<file path="config.mk">
export PLATFORM = sky130hd
export DESIGN_NAME = set_host
export DESIGN_NICKNAME = d
export VERILOG_FILES = /design/src/rtl/set_pkg.sv /design/src/rtl/set_job_fifo.sv /design/src/rtl/set_host.sv
export SDC_FILE = /design/constraint.sdc
export NUM_CORES = 1
export LEC_CHECK = 0
export CAP_MARGIN = 20
export CORE_MARGIN = 2
export CORE_UTILIZATION = 62
export CTS_BUF_LIST = sky130_fd_sc_hd__clkbuf_8
export DETAILED_ROUTE_END_ITERATION = 8
export HOLD_SLACK_MARGIN = 0.06
export PLACE_DENSITY = 0.94
export SYNTH_ARGS = -nofsm -noshare
export SYNTH_HDL_FRONTEND = slang
export SYNTH_SLANG_ARGS = --single-unit
</file>
<file path="constraint.sdc">
create_clock -name clk -period 5.9 [get_ports clk]
set_input_delay 1.18 -clock clk [delete_from_list [all_inputs] [get_ports clk]]
set_output_delay 1.18 -clock clk [all_outputs]
set_load 0.01 [all_outputs]
</file>
<file path="src/rtl/set_pkg.sv">
// Shared types for the circle-set host: mode encodings, controller states
// and the queued job record.
package set_pkg;

  localparam logic [1:0] MODE_A       = 2'd0;
  localparam logic [1:0] MODE_AND     = 2'd1;
  localparam logic [1:0] MODE_XOR     = 2'd2;
  localparam logic [1:0] MODE_ILLEGAL = 2'd3;

  // Tag storage is sized for the widest supported tag; the host uses the low TAG_W bits.
  localparam int TAG_MAX_W = 8;

  typedef enum logic [2:0] {
    IDLE,
    ISSUE,
    WAIT_BUSY,
    WAIT_DONE,
    RESULT
  } state_t;

  typedef struct packed {
    logic [23:0]          central;
    logic [11:0]          radius;
    logic [1:0]           mode;
    logic [TAG_MAX_W-1:0] tag;
  } job_t;

endpackage

</file>
<file path="src/rtl/set_job_fifo.sv">
// Small synchronous job queue with show-ahead head, full/empty flags and
// occupancy count.
module set_job_fifo
  import set_pkg::*;
#(
  parameter int DEPTH = 4
) (
  input  logic                   clk,
  input  logic                   rst,
  input  logic                   push,
  input  job_t                   push_data,
  input  logic                   pop,
  output job_t                   head,
  output logic                   full,
  output logic                   empty,
  output logic [$clog2(DEPTH):0] count
);

  localparam int AW = $clog2(DEPTH);

  job_t          mem [DEPTH];
  logic [AW-1:0] wr_ptr;
  logic [AW-1:0] rd_ptr;
  logic          do_push;
  logic          do_pop;

  assign full    = (count == (AW+1)'(DEPTH));
  assign empty   = (count == '0);
  assign do_push = push && !full;
  assign do_pop  = pop && !empty;
  assign head    = mem[rd_ptr];

  // Pointers wrap naturally because DEPTH is a power of two.
  always_ff @(posedge clk or negedge rst) begin
    if (!rst) begin
      wr_ptr <= '0;
      rd_ptr <= '0;
      count  <= '0;
    end else begin
      if (do_push) wr_ptr <= wr_ptr + 1'b1;
      if (do_pop)  rd_ptr <= rd_ptr + 1'b1;
      case ({do_push, do_pop})
        2'b10:   count <= count + 1'b1;
        2'b01:   count <= count - 1'b1;
        default: ;
      endcase
    end
  end

  always_ff @(posedge clk) begin
    if (do_push) mem[wr_ptr] <= push_data;
  end

endmodule

</file>
<file path="src/rtl/set_host.sv">
// Initiator-side controller: queues circle-set jobs, dispatches them one at a
// time to the counting engine and returns tagged results.
module set_host
  import set_pkg::*;
#(
  parameter int DEPTH   = 4,
  parameter int TAG_W   = 4,
  parameter int TIMEOUT = 96
) (
  input  logic                   clk,
  input  logic                   rst,
  input  logic                   in_valid,
  output logic                   in_ready,
  input  logic [23:0]            in_central,
  input  logic [11:0]            in_radius,
  input  logic [1:0]             in_mode,
  output logic                   eng_en,
  output logic [23:0]            eng_central,
  output logic [11:0]            eng_radius,
  output logic [1:0]             eng_mode,
  input  logic                   eng_busy,
  input  logic                   eng_valid,
  input  logic [7:0]             eng_candidate,
  output logic                   out_valid,
  input  logic                   out_ready,
  output logic [7:0]             out_candidate,
  output logic [TAG_W-1:0]       out_tag,
  output logic                   out_err,
  output logic [$clog2(DEPTH):0] pending
);

  localparam int TMO_W = $clog2(TIMEOUT + 1);

  state_t           state;
  state_t           next_state;
  job_t             push_job;
  job_t             head;
  job_t             job_q;
  logic             full;
  logic             empty;
  logic             push;
  logic             pop;
  logic [TAG_W-1:0] tag_cnt;
  logic [TMO_W-1:0] tmo_cnt;
  logic             tmo_hit;
  logic             eng_done;
  logic [7:0]       cand_q;
  logic             err_q;
  logic             unused_tag;

  assign push     = in_valid && !full;
  assign in_ready = !full;
  assign push_job = '{central: in_central, radius: in_radius, mode: in_mode,
                      tag: TAG_MAX_W'(tag_cnt)};

  set_job_fifo #(.DEPTH(DEPTH)) u_fifo (
    .clk       (clk),
    .rst       (rst),
    .push      (push),
    .push_data (push_job),
    .pop       (pop),
    .head      (head),
    .full      (full),
    .empty     (empty),
    .count     (pending)
  );

  // tmo_hit marks the last wait cycle a job is allowed before it is aborted.
  assign tmo_hit  = (tmo_cnt == TMO_W'(TIMEOUT - 1));
  assign eng_done = eng_valid && !eng_busy;

  always_ff @(posedge clk or negedge rst) begin
    if (!rst) state <= IDLE;
    else      state <= next_state;
  end

  always_comb begin
    next_state = state;
    unique case (state)
      IDLE:      if (!empty && !eng_busy)
                   next_state = (head.mode == MODE_ILLEGAL) ? RESULT : ISSUE;
      ISSUE:     next_state = WAIT_BUSY;
      WAIT_BUSY: if (tmo_hit) next_state = RESULT;
                 else if (eng_busy) next_state = WAIT_DONE;
      WAIT_DONE: if (tmo_hit || eng_done) next_state = RESULT;
      RESULT:    if (out_ready) next_state = IDLE;
      default:   next_state = IDLE;
    endcase
  end

  always_comb begin
    pop       = (state == IDLE) && !empty && !eng_busy;
    eng_en    = (state == ISSUE);
    out_valid = (state == RESULT);
  end

  // Job registers drive the engine buses, so they stay stable for the whole job.
  always_ff @(posedge clk or negedge rst) begin
    if (!rst) begin
      job_q   <= '0;
      tag_cnt <= '0;
      tmo_cnt <= '0;
      cand_q  <= '0;
      err_q   <= 1'b0;
    end else begin
      if (push) tag_cnt <= tag_cnt + 1'b1;
      if (pop) begin
        job_q <= head;
        if (head.mode == MODE_ILLEGAL) begin
          cand_q <= '0;
          err_q  <= 1'b1;
        end
      end
      case (state)
        ISSUE: tmo_cnt <= '0;
        WAIT_BUSY, WAIT_DONE: begin
          tmo_cnt <= tmo_cnt + 1'b1;
          if (tmo_hit) begin
            cand_q <= '0;
            err_q  <= 1'b1;
          end else if (state == WAIT_DONE && eng_done) begin
            cand_q <= eng_candidate;
            err_q  <= 1'b0;
          end
        end
        default: ;
      endcase
    end
  end

  assign eng_central   = job_q.central;
  assign eng_radius    = job_q.radius;
  assign eng_mode      = job_q.mode;
  assign out_candidate = cand_q;
  assign out_tag       = job_q.tag[TAG_W-1:0];
  assign out_err       = err_q;
  assign unused_tag    = ^job_q.tag;

endmodule

</file>
Word level (Yosys, flattened, before mapping)
Memory sizes are Yosys's and may differ from the RTL's.
Cells that the tools add are included.
{"block": "op_classes", "n_eq_ne": 13, "muxes": 21, "n_reduce_logical": 18, "n_addsub": 6}
{"op": "two-way mux 8 bit", "count": 5}
{"op": "two-way mux 3 bit", "count": 6}
{"op": "one-hot mux 3 bit (5 select lines)", "count": 1}
{"op": "one-hot mux 7 bit (2 select lines)", "count": 1}
{"op": "logical AND 1 bit", "count": 8}
{"op": "adder 7 x 1 -> 7 bit (second input constant)", "count": 1}
{"op": "== test 7 bit (second input constant)", "count": 1}
{"op": "two-way mux 1 bit", "count": 7}
{"op": "== test 3 x 2 -> 1 bit (second input constant)", "count": 2}
{"op": "== test 3 bit (second input constant)", "count": 2}
{"op": "zero test 3 bit", "count": 2}
{"op": "one-hot mux 3 bit (2 select lines)", "count": 1}
{"op": "adder 2 x 1 -> 2 bit (second input constant)", "count": 2}
{"op": "adder 4 x 1 -> 4 bit (second input constant)", "count": 1}
{"op": "== test 2 bit (second input constant)", "count": 2}
{"op": "inequality test 2 bit (second input constant)", "count": 2}
{"op": "AND reduction 4 bit", "count": 1}
{"op": "nonzero test 2 bit", "count": 2}
{"op": "adder 3 x 1 -> 3 bit (second input constant)", "count": 1}
{"op": "== test 3 x 1 -> 1 bit (second input constant)", "count": 1}
{"op": "zero test 1 bit", "count": 3}
{"op": "inequality test 3 bit (second input constant)", "count": 1}
{"op": "subtractor 3 x 1 -> 3 bit (second input constant)", "count": 1}
{"op": "== test 2 x 1 -> 1 bit (second input constant)", "count": 1}
{"op": "3 further kinds", "count": 3}
{"block": "word_totals", "n_memories": 1, "output_inout_bits": 57, "ff_bits": 72, "ramBits": 168, "word_cells": 71}
{"memory": "u_fifo.mem", "depth": 4, "word_bits": 42, "rd": 1, "rd_ports_with_merged_regs": 0, "write_ports": 1, "line": "set_job_fifo.sv:21", "text": "job_t mem [DEPTH];"}

Longest topological paths before layout
Gate-level depths: netlist of the first run.
{"block": "depth", "ltp_word": 8, "depth_mapped": 12, "depth_no_buf": 9}

Hierarchy
Synthesis of the first run repeated with hierarchy kept, for this count alone.
{"block": "unflattened", "hier_cells": 544, "area_unflattened_um2": 9638.0}
{"mod": "set_job_fifo", "area_per_inst_um2": 7055.5, "cells_each": 277, "instances": 1, "seq_area_each_um2": 5700.5}
{"mod": "set_host", "area_per_inst_um2": 2582.5, "cells_each": 267, "instances": 1, "seq_area_each_um2": 1626.6}

Worst setup path after synthesis of the first run
OpenSTA, ideal clock, no wires.
{"block": "synth_timing", "kind": "input to register", "start": "input in_valid", "end": "memory u_fifo.mem[0][0] (netlist bit) (enable)", "setup_time_ns": 0.403, "setup_slack_ns": 2.665, "stages": 3, "arrival_time_ns": 2.831, "path_buffers": 1, "cell_sequence": "a21boi_0 > clkbuf_1 > and2_1"}
{"block": "synth_between", "elab_chain_len": 4}
{"item": "start, declared", "line": "set_host.sv:12", "text": "input logic in_valid,"}
{"item": "logical AND 1 bit", "line": "set_host.sv:51", "text": "assign push = in_valid && !full;"}
{"item": "logical AND 1 bit", "line": "set_job_fifo.sv:29", "text": "assign do_push = push && !full;"}
{"item": "two-way mux 1 bit", "line": "set_job_fifo.sv:51", "text": "if (do_push) mem[wr_ptr] <= push_data;"}
{"item": "two-way mux 1 bit (not written as such)", "line": "set_job_fifo.sv:51"}
{"item": "end, declared", "line": "set_job_fifo.sv:21"}
Every way passes these cells.

Worst setup path after layout of the first run
{"block": "layout_timing", "start": "input eng_busy", "end": "register u_fifo.count[2]"}
{"block": "layout_between", "elab_chain_len": 5}
{"item": "start, declared", "line": "set_host.sv:21", "text": "input logic eng_busy,"}
{"item": "zero test 1 bit (*)", "line": "set_host.sv:92", "text": "pop = (state == IDLE) && !empty && !eng_busy;"}
{"item": "logical AND 1 bit (*)", "line": "set_host.sv:92"}
{"item": "logical AND 1 bit (*)", "line": "set_job_fifo.sv:30", "text": "assign do_pop = pop && !empty;"}
{"item": "== test 2 x 1 -> 1 bit / == test 2 bit (equally long branches)", "line": "set_job_fifo.sv:42", "text": "case ({do_push, do_pop})"}
{"item": "one-hot mux 3 bit (2 select lines) / nonzero test 2 bit (equally long branches)"}
{"item": "end signal, assigned", "line": "set_job_fifo.sv:43", "text": "2'b10: count <= count + 1'b1;"}
{"item": "end signal, assigned", "line": "set_job_fifo.sv:44", "text": "2'b01: count <= count - 1'b1;"}
{"item": "end, declared", "line": "set_job_fifo.sv:16", "text": "output logic [$clog2(DEPTH):0] count"}
Mark *: on every way between the ends. The rest lies on a longest branch, timed or not.
A chain may end at the register's enable or synchronous reset.

==> results_dict.tcl, run 1 <==
set metrics [dict create \
    status "complete, no violations" \
    slew_violations 0 \
    diodes 0 \
    ys_seq_area_share_pct 72.73 \
    die_w_um 127.2 \
    fill_cells 761 \
    detail_route.wl_per_cell_um 22.08 \
    startpoint_type "input port" \
    grt_pass1_wl_mm 28.49 \
    cp.required_ns 6.34 \
    fmax_mhz 296.9 \
    clock-sinks 240 \
    ys_types 45 \
    setup_violations 0 \
    syn_inst 472 \
    power_w 0.006014 \
    dpl_worst_slack_ns 2.002 \
    synth_fp_nets 532 \
    drive_gt1_share_pct 24.33 \
    fin_setup_tns_ns 0 \
    netlist_area_um2 9414 \
    die-area_um2 16190 \
    synth.most_common_cell "edfxtp_1" \
    root_buffer "clkbuf_8" \
    final_nets 665 \
    yosysWarnings 0 \
    clock_path_buffers 3 \
    grt_antenna_before_repair 0 \
    worst_hold_slack_ns 0.5112 \
    grt_max_degree 73 \
    overflow 0 \
    synth_top_area_share_pct 53.59 \
    gp_congestion 0.8686 \
    synth_top_cell_by_area "edfxtp_1" \
    min_period_over_period_pct 57.08 \
    cap_violations 0 \
    p_per_area_nw_per_um2 524.6 \
    relSlewSlack_pct 29.05 \
    cts_tree "built" \
    ios 109 \
    initial_core_util_pct 62.62 \
    crit_path_max_fanout 44 \
    drtIter0Drc 412 \
    synth_edf_count 168 \
    cts_made_buffers 37 \
    grt_pass1_vias 5285 \
    grt.total_usage_pct 23.23 \
    crit_path_end_kind "flop" \
    hold_viol_final 0 \
    p_leak_nw 4.232 \
    clk_pin_slew_ns 0.06 \
    hp-class "reg2reg" \
    row_count 45 \
    drc_errors 0 \
    syn_area_per_cell_um2 19.94 \
    clk_latency_ns 0.56 \
    post_cts_resized 0 \
    ant_nets 0 \
    synth.area.top_cells "edfxtp_1 54%, dfrtp_1 19%, mux4_2 10%" \
    core_um2 15030 \
    die_y_um 127.2 \
    port_buffers 108 \
    area_growth_pct 21.77 \
    period_needed_ns 3.368 \
    fin_skew_ns 0.04092 \
    dpl.hpwl_mm 10.27 \
    utilization_pct 76.25 \
    cts_hold_buf 0 \
    first_pass_iters 5 \
    ys_async_sr_fraction_pct 30.00 \
    crit_type "in2reg" \
    routed_wl_mm 18.13 \
    setup_slack_ns 2.532 \
    cts.htree.levels 2 \
    synthFlopType "edfxtp_1" \
    drt-vias-per-instance 5.898 \
    vdd_drop_max_v 0.0003642 \
    synth_common_cells "168 x edfxtp_1, 72 x dfrtp_1, 42 x mux4_2, 38 x mux2_4" \
    postCtsSetupBuffers 0 \
    tightest_slew_ns 1.062 \
    vias 4842 \
    ys_seq_elements 240 \
    crit_arrival_ns 3.81 \
    rsz0062_at_grt "false" \
]
-- final timing paths --
kind	from	to	slack [ns]	cells after the start
hold / removal	eng_central[8]	eng_central[8]	0.51	1
hold reg to reg	eng_central[8]	eng_central[8]	0.51	1
max in group asynchronous	rst	eng_central[12]	4.75	2
setup / recovery	eng_busy	u_fifo.count[2]	2.53	9
setup reg to reg	state[0]	u_fifo.count[2]	2.97	9
min in group asynchronous	rst	eng_central[23]	0.57	1
-- final cells by class --
cell class | instances | area [um2] | area share [%]
inverters | 10 | 63.81 | 0.5566
well taps | 188 | 235.2 | 2.052
multi-input cells | 201 | 2337 | 20.39
flip-flops and latches | 240 | 6852 | 59.77
clock buffers | 45 | 619.3 | 5.403
repair buffers | 115 | 1214 | 10.59
clock inverters | 22 | 142.6 | 1.244
-- placed cells by master (no fill, tap or decap), drive strengths merged, types with 2 or more instances in the layout --
cell type / instances
dfrtp: 72
nor2: 19
edfxtp: 168
buf: 8
a211oi: 8
nand2: 12
nand2b: 2
clkbuf: 45
clkdlybuf4s50: 107
a31oi: 2
o21ai: 18
ha: 7
inv: 23
xnor2: 6
xor2: 3
clkinv: 7
nor2b: 2
o311a: 2
mux2: 43
a21oi: 4
a22o: 2
and3: 4
bufinv: 2
mux4: 42
and2: 5
nand4: 2
nand3: 5
-- metrics by stage --
stage | area [um2] | std cells
after floorplan | 9414 | 472
after global placement | 10570 | 748
after detailed placement | 10570 | 748
after CTS | 11340 | 815
after global routing | 11460 | 821
final | 11460 | 821
-- worst max-delay path, cell delays in order --
cell and delay, ns:
clkdlybuf4s50_1 0.46, or4_1 0.79, clkinv_16 0.29, ha_1 0.23, inv_1 0.06, fa_1 0.37
xor2_1 0.15, nor2_1 0.11, xor2_1 0.16
-- cells by family (layout without fill, tap and decap cells) --
group	count (synthesis)	after routing	synth area share (%)
muxes	86	86	16.81
xor gates and xnor gates	9	9	0.9171
DFF	240	240	72.73
adders and majority gates	8	8	1.143
and+or+nand+nor	56	56	3.017
AOI/OAI and AO/OA	42	42	2.884
buffers and inverters	31	192	2.499
-- per-layer routing --
metal | global-route usage, % | vias up | wire (um)
li1 | - | 2116 | -
met1 | 29.98 | 2502 | 7357
met2 | 39.12 | 191 | 9308
met3 | 6.281 | 33 | 1127
met4 | 7.563 | 0 | 333
met5 | 0 | - | 0
-- registers in the layout (all words and copies together) (netlist names), 3 cells and up --
| register | count |
|---|---|
| out_candidate | 8 |
| tmo_cnt | 7 |
| u_fifo.mem | 168 |
| state | 3 |
| eng_central | 24 |
| out_tag | 4 |
| tag_cnt | 4 |
| eng_radius | 12 |
| u_fifo.count | 3 |
-- power by group --
group          total (W)  internal, W  switching, W
clock network    0.00141     0.000779      0.000635
logic            0.00191      0.00112      0.000782
registers        0.00269      0.00233      0.000365
(Power assumes the default switching activity.)
==> inputs of run 2 (changes only) <==
--- a/config.mk
+++ b/config.mk
@@ -7,11 +7,11 @@
 export LEC_CHECK = 0
 export CAP_MARGIN = 20
 export CORE_MARGIN = 2
-export CORE_UTILIZATION = 62
+export CORE_UTILIZATION = 58
 export CTS_BUF_LIST = sky130_fd_sc_hd__clkbuf_8
 export DETAILED_ROUTE_END_ITERATION = 8
 export HOLD_SLACK_MARGIN = 0.06
-export PLACE_DENSITY = 0.94
+export PLACE_DENSITY = 0.89
 export SYNTH_ARGS = -nofsm -noshare
 export SYNTH_HDL_FRONTEND = slang
 export SYNTH_SLANG_ARGS = --single-unit
==> constraint.sdc (replaced) <==
create_clock -name clk -period 3.4 [get_ports clk]
set_input_delay 0.68 -clock clk [delete_from_list [all_inputs] [get_ports clk]]
set_output_delay 0.68 -clock clk [all_outputs]
set_load 0.01 [all_outputs]
==> results_dict.tcl, run 2 (synthesis results as in run 1) <==
set metrics [dict create \
    crit_type "reg2out" \
    grt_max_degree 67 \
    clk_latency_ns 0.53 \
    setup_violations 0 \
    worst_r2r_path_depth 10 \
    dpl.hpwl_mm 10.70 \
    grt.total_usage_pct 20.87 \
    p_clk_share_pct 21.7 \
    largest_register_ffs 168 \
    drt-vias-per-instance 5.600 \
    routed_wl_mm 17.62 \
    r2r-end "u_fifo.count[2]" \
    cts_tree "built" \
    port_buffers 108 \
    fmax_mhz 373.9 \
    clk_pin_slew_ns 0.06 \
    r2r_start "state[0]" \
    clock-sinks 240 \
    critPathBufInv 1 \
    setup_slack_ns 0.7257 \
    relSlewSlack_pct 39.38 \
    crit_arrival_ns 1.99 \
    tightest_slew_ns 0.9093 \
    first_pass_iters 4 \
    power.share.combinational_pct 32.9 \
    core_um2 15890 \
    vias 4816 \
    seqPwrFrac_pct 45.4 \
    gp_congestion 0.8343 \
    hp-class "in2async" \
    p_sw_w 0.003047 \
    drtIter0Drc 429 \
    initial_core_util_pct 59.26 \
    slowest_delay_ns 0.55 \
    cts.htree.levels 2 \
    fin_setup_tns_ns 0 \
    grt_pass1_vias 5205 \
    vdd_drop_max_v 0.0005034 \
    regMostFlops "u_fifo.mem" \
    final_nets 675 \
    crit_path_end_kind "output port" \
    cap_violations 0 \
    clock_path_buffers 3 \
    drc_errors 0 \
    cp_cell_sequence "or2_4, nor2_1, clkdlybuf4s50_1" \
    crit_family "buffers and inverters" \
    startpoint_type "flop" \
    ios 109 \
    fin_skew_ns 0.01470 \
    row_count 46 \
    area_growth_pct 21.32 \
    grt_antenna_before_repair 0 \
    diodes 0 \
    cts_hold_buf 0 \
    rsz0062_at_grt "false" \
    ant_nets 0 \
    post_cts_resized 0 \
    hold_viol_final 0 \
    crit_path_max_fanout 9 \
    intPower_w 0.007110 \
    cp.required_ns 2.72 \
    die_w_um 131.4 \
    p_leak_nw 4.228 \
    status "complete, no violations" \
    slowest_stage "clkdlybuf4s50_1" \
    die-area_um2 17270 \
    grt_pass1_wl_mm 28.06 \
    root_buffer "clkbuf_8" \
    period_needed_ns 2.674 \
    r2r_slack_ns 0.80 \
    overflow 0 \
    dpl_worst_slack_ns 0.3441 \
    final_cell_mix "168 x edfxtp_1, 107 x clkdlybuf4s50_1, 70 x dfrtp_1, 42 x mux4_2, 41 x clkbuf_8" \
    min_period_over_period_pct 78.66 \
    p_per_area_nw_per_um2 889.3 \
    final_common_cell "edfxtp_1" \
    die_y_um 131.4 \
    cts_made_buffers 38 \
    drive_gt1_share_pct 25.00 \
    switching_share_pct 30.00 \
    postCtsSetupBuffers 0 \
    detail_route.wl_per_cell_um 20.49 \
    slew_violations 0 \
]
[run 2: metal layers]
metal | part of all wire (%) | GRT usage, % | vias to the layer above
met2 | 53 | 35.46 | 150
met4 | 1.8 | 6.643 | 0
li1 | - | - | 2141
met1 | 41 | 27.02 | 2491
met5 | 0 | 0 | -
met3 | 4.9 | 4.861 | 34
[run 2: worst max path at each step]
stage	start	endpoint	slack, ns	cells after the start
after floorplan	in_valid	u_fifo.mem[0][0]	0.67	3
after global placement	eng_busy	u_fifo.count[2]	0.41	10
after detailed placement	eng_busy	u_fifo.count[2]	0.34	10
after CTS	state[1]	out_valid	0.71	3
after global routing	state[0]	out_valid	0.65	3
final	state[0]	out_valid	0.73	3
[run 2: layout make-up]
cell class | instances | area, um2
Clock buffer | 41 | 564.3
Clock inverter | 28 | 122.6
Fill cell | 968 | 4464
Inverter | 10 | 63.81
Multi-Input combinational cell | 201 | 2337
Sequential cell | 240 | 6852
Tap cell | 216 | 270.3
Timing Repair Buffer | 124 | 1211
[run 2: power by group through the flow]
stage / clock network (W) / logic (W) / registers, W
6_report: 0.00220 / 0.00335 / 0.00461
2_1_floorplan: 0 / 0.00219 / 0.00453
3_5_place_dp: 0 / 0.00337 / 0.00466
3_3_place_gp: 0 / 0.00324 / 0.00461
5_1_grt: 0.00237 / 0.00358 / 0.00471
4_1_cts: 0.00225 / 0.00339 / 0.00462
[run 2: through the flow]
stage	hold WS (ns)	instance area (um2)	utilization (%)	total power [W]	instances
final	0.2811	11420	71.90	0.01016	860
after global routing	0.3396	11420	71.90	0.01066	860
after CTS	0.2989	11420	71.90	0.01026	860
after detailed placement	0.4987	10730	67.57	0.008029	791
after global placement	0.4775	10730	67.57	0.007848	791
after floorplan	0.3844	9414	-	0.006722	472
==> inputs of run 3 (changes only) <==
==> constraint.sdc (replaced) <==
create_clock -name clk -period 2.62 [get_ports clk]
set_input_delay 0.524 -clock clk [delete_from_list [all_inputs] [get_ports clk]]
set_output_delay 0.524 -clock clk [all_outputs]
set_load 0.01 [all_outputs]
==> results_dict.tcl, run 3 (synthesis results as in run 1) <==
set metrics [dict create \
    initial_core_util_pct 59.26 \
    vdd_drop_max_v 0.0007283 \
    p_per_area_nw_per_um2 1163 \
    final_cell_mix "168 x edfxtp_1, 107 x clkdlybuf4s50_1, 70 x dfrtp_1, 45 x clkbuf_8, 42 x mux4_2" \
    p_leak_nw 4.284 \
    root_buffer "clkbuf_8" \
    cap_violations 0 \
    row_count 46 \
    grt.total_usage_pct 22.13 \
    drtIter0Drc 611 \
    cts.htree.levels 2 \
    routed_wl_mm 18.40 \
    use_met2_pct 38.19 \
    fill_cells 928 \
    postCtsSetupBuffers 0 \
    cp.required_ns 3.06 \
    regMostFlops "u_fifo.mem" \
    post_cts_resized 0 \
    crit_path_max_fanout 4 \
    setup_slack_ns 0.2011 \
    gp_congestion 0.8784 \
    die_y_um 131.4 \
    grt_pass1_wl_mm 29.59 \
    fin_area_um2 11570 \
    placed_area_um2 10850 \
    core_um2 15890 \
    clk_latency_ns 0.52 \
    rsz0062_at_grt "false" \
    die-area_um2 17270 \
    hp-class "in2async" \
    first_pass_iters 5 \
    area_growth_pct 22.87 \
    drive_gt1_share_pct 25.38 \
    fin_skew_ns 0.01924 \
    crit_type "reg2reg" \
    ant_nets 0 \
    drt-vias-per-instance 5.723 \
    relSlewSlack_pct 35.27 \
    final_nets 681 \
    overflow 0 \
    dpl.hpwl_mm 11.45 \
    crit_arrival_ns 2.86 \
    final_cells 866 \
    busiest_layer "met2" \
    die_w_um 131.4 \
    tightest_slew_ns 0.9710 \
    status "complete, no violations" \
    hold_viol_final 0 \
    detail_route.wl_per_cell_um 21.25 \
    setup_violations 0 \
    clock_path_buffers 3 \
    slew_violations 0 \
    utilization_pct 72.82 \
    cts_made_buffers 38 \
    grt_antenna_before_repair 0 \
    fmax_mhz 413.4 \
    startpoint_type "flop" \
    min_period_over_period_pct 92.32 \
    fin_setup_tns_ns 0 \
    critical_path.startpoint "state[0]" \
    r2r_start "state[0]" \
    port_buffers 108 \
    largest_register_ffs 168 \
    clock-sinks 240 \
    grt_pass1_vias 5412 \
    cts_hold_buf 0 \
    clk_pin_slew_ns 0.06 \
    grt_use_met3_pct 4.707 \
    final_common_cell "edfxtp_1" \
    drc_errors 0 \
    met1_usage_pct 27.75 \
    ios 109 \
    dpl_worst_slack_ns -0.1746 \
    period_needed_ns 2.419 \
    crit_path_end_kind "flop" \
    dp.cells 797 \
    diodes 0 \
    vias 4956 \
    cts_tree "built" \
    grt_max_degree 73 \
]
## run 3: cell count changes in the layout (fill, tap and decap cells not counted)
cell,previous run,this run
inv_1,26,24
clkinvlp_4,2,1
clkbuf_8,41,45
inv_6,1,0
clkinv_1,4,8
buf_12,1,7
clkinv_2,4,0
## run 3: layer usage
| metal | vias up | wire [um] |
|---|---|---|
| met5 | - | 0 |
| met4 | 0 | 427 |
| met3 | 49 | 1202 |
| met2 | 222 | 9814 |
| met1 | 2534 | 6960 |
| li1 | 2151 | - |
## run 3: stage by stage
stage	hold slack (ns)	total power [W]
after global placement	0.4829	0.01036
final	0.1447	0.01346
after global routing	0.2195	0.01413
after floorplan	0.2284	0.008724
after detailed placement	0.4958	0.01061
after CTS	0.1889	0.01360
## run 3: power by group
part | leakage [nW] | internal (W) | switching, W | total (W)
Combinational | 1.46 | 0.00267 | 0.00198 | 0.00465
Sequential | 2.41 | 0.00524 | 0.000630 | 0.00587
Clock | 0.416 | 0.00155 | 0.00138 | 0.00294
Total | 4.28 | 0.00947 | 0.00399 | 0.0135
## run 3: final timing paths
| kind | cells after the start | slack (ns) | to |
|---|---|---|---|
| setup / recovery | 10 | 0.20 | u_fifo.count[2] |
| hold / removal | 1 | 0.14 | eng_radius[2] |
| setup reg to reg | 10 | 0.20 | u_fifo.count[2] |
| hold reg to reg | 1 | 0.50 | tmo_cnt[0] |
| max in group asynchronous | 1 | 1.73 | u_fifo.rd_ptr[0] |
| min in group clk | 1 | 0.50 | tmo_cnt[0] |
## run 3: area by class of cell
| cell class | count | area (um2) | area share (%) |
|---|---|---|---|
| Tap cell | 216 | 270.3 | 2.336 |
| Inverter | 10 | 63.81 | 0.5517 |
| Sequential cell | 240 | 6852 | 59.23 |
| Timing Repair Buffer | 130 | 1331 | 11.51 |
| Multi-Input combinational cell | 201 | 2337 | 20.21 |
| Clock inverter | 24 | 93.84 | 0.8113 |
| Clock buffer | 45 | 619.3 | 5.354 |
## run 3: critical path, cell delays in order, from the launching register on
cell       delay, ns
dfrtp_1         0.38
or2_4           0.28
or4_1           0.43
buf_4           0.20
clkinv_16       0.05
ha_1            0.15
inv_1           0.06
fa_1            0.38
xor2_1          0.16
nor2_1          0.11
xor2_1          0.14
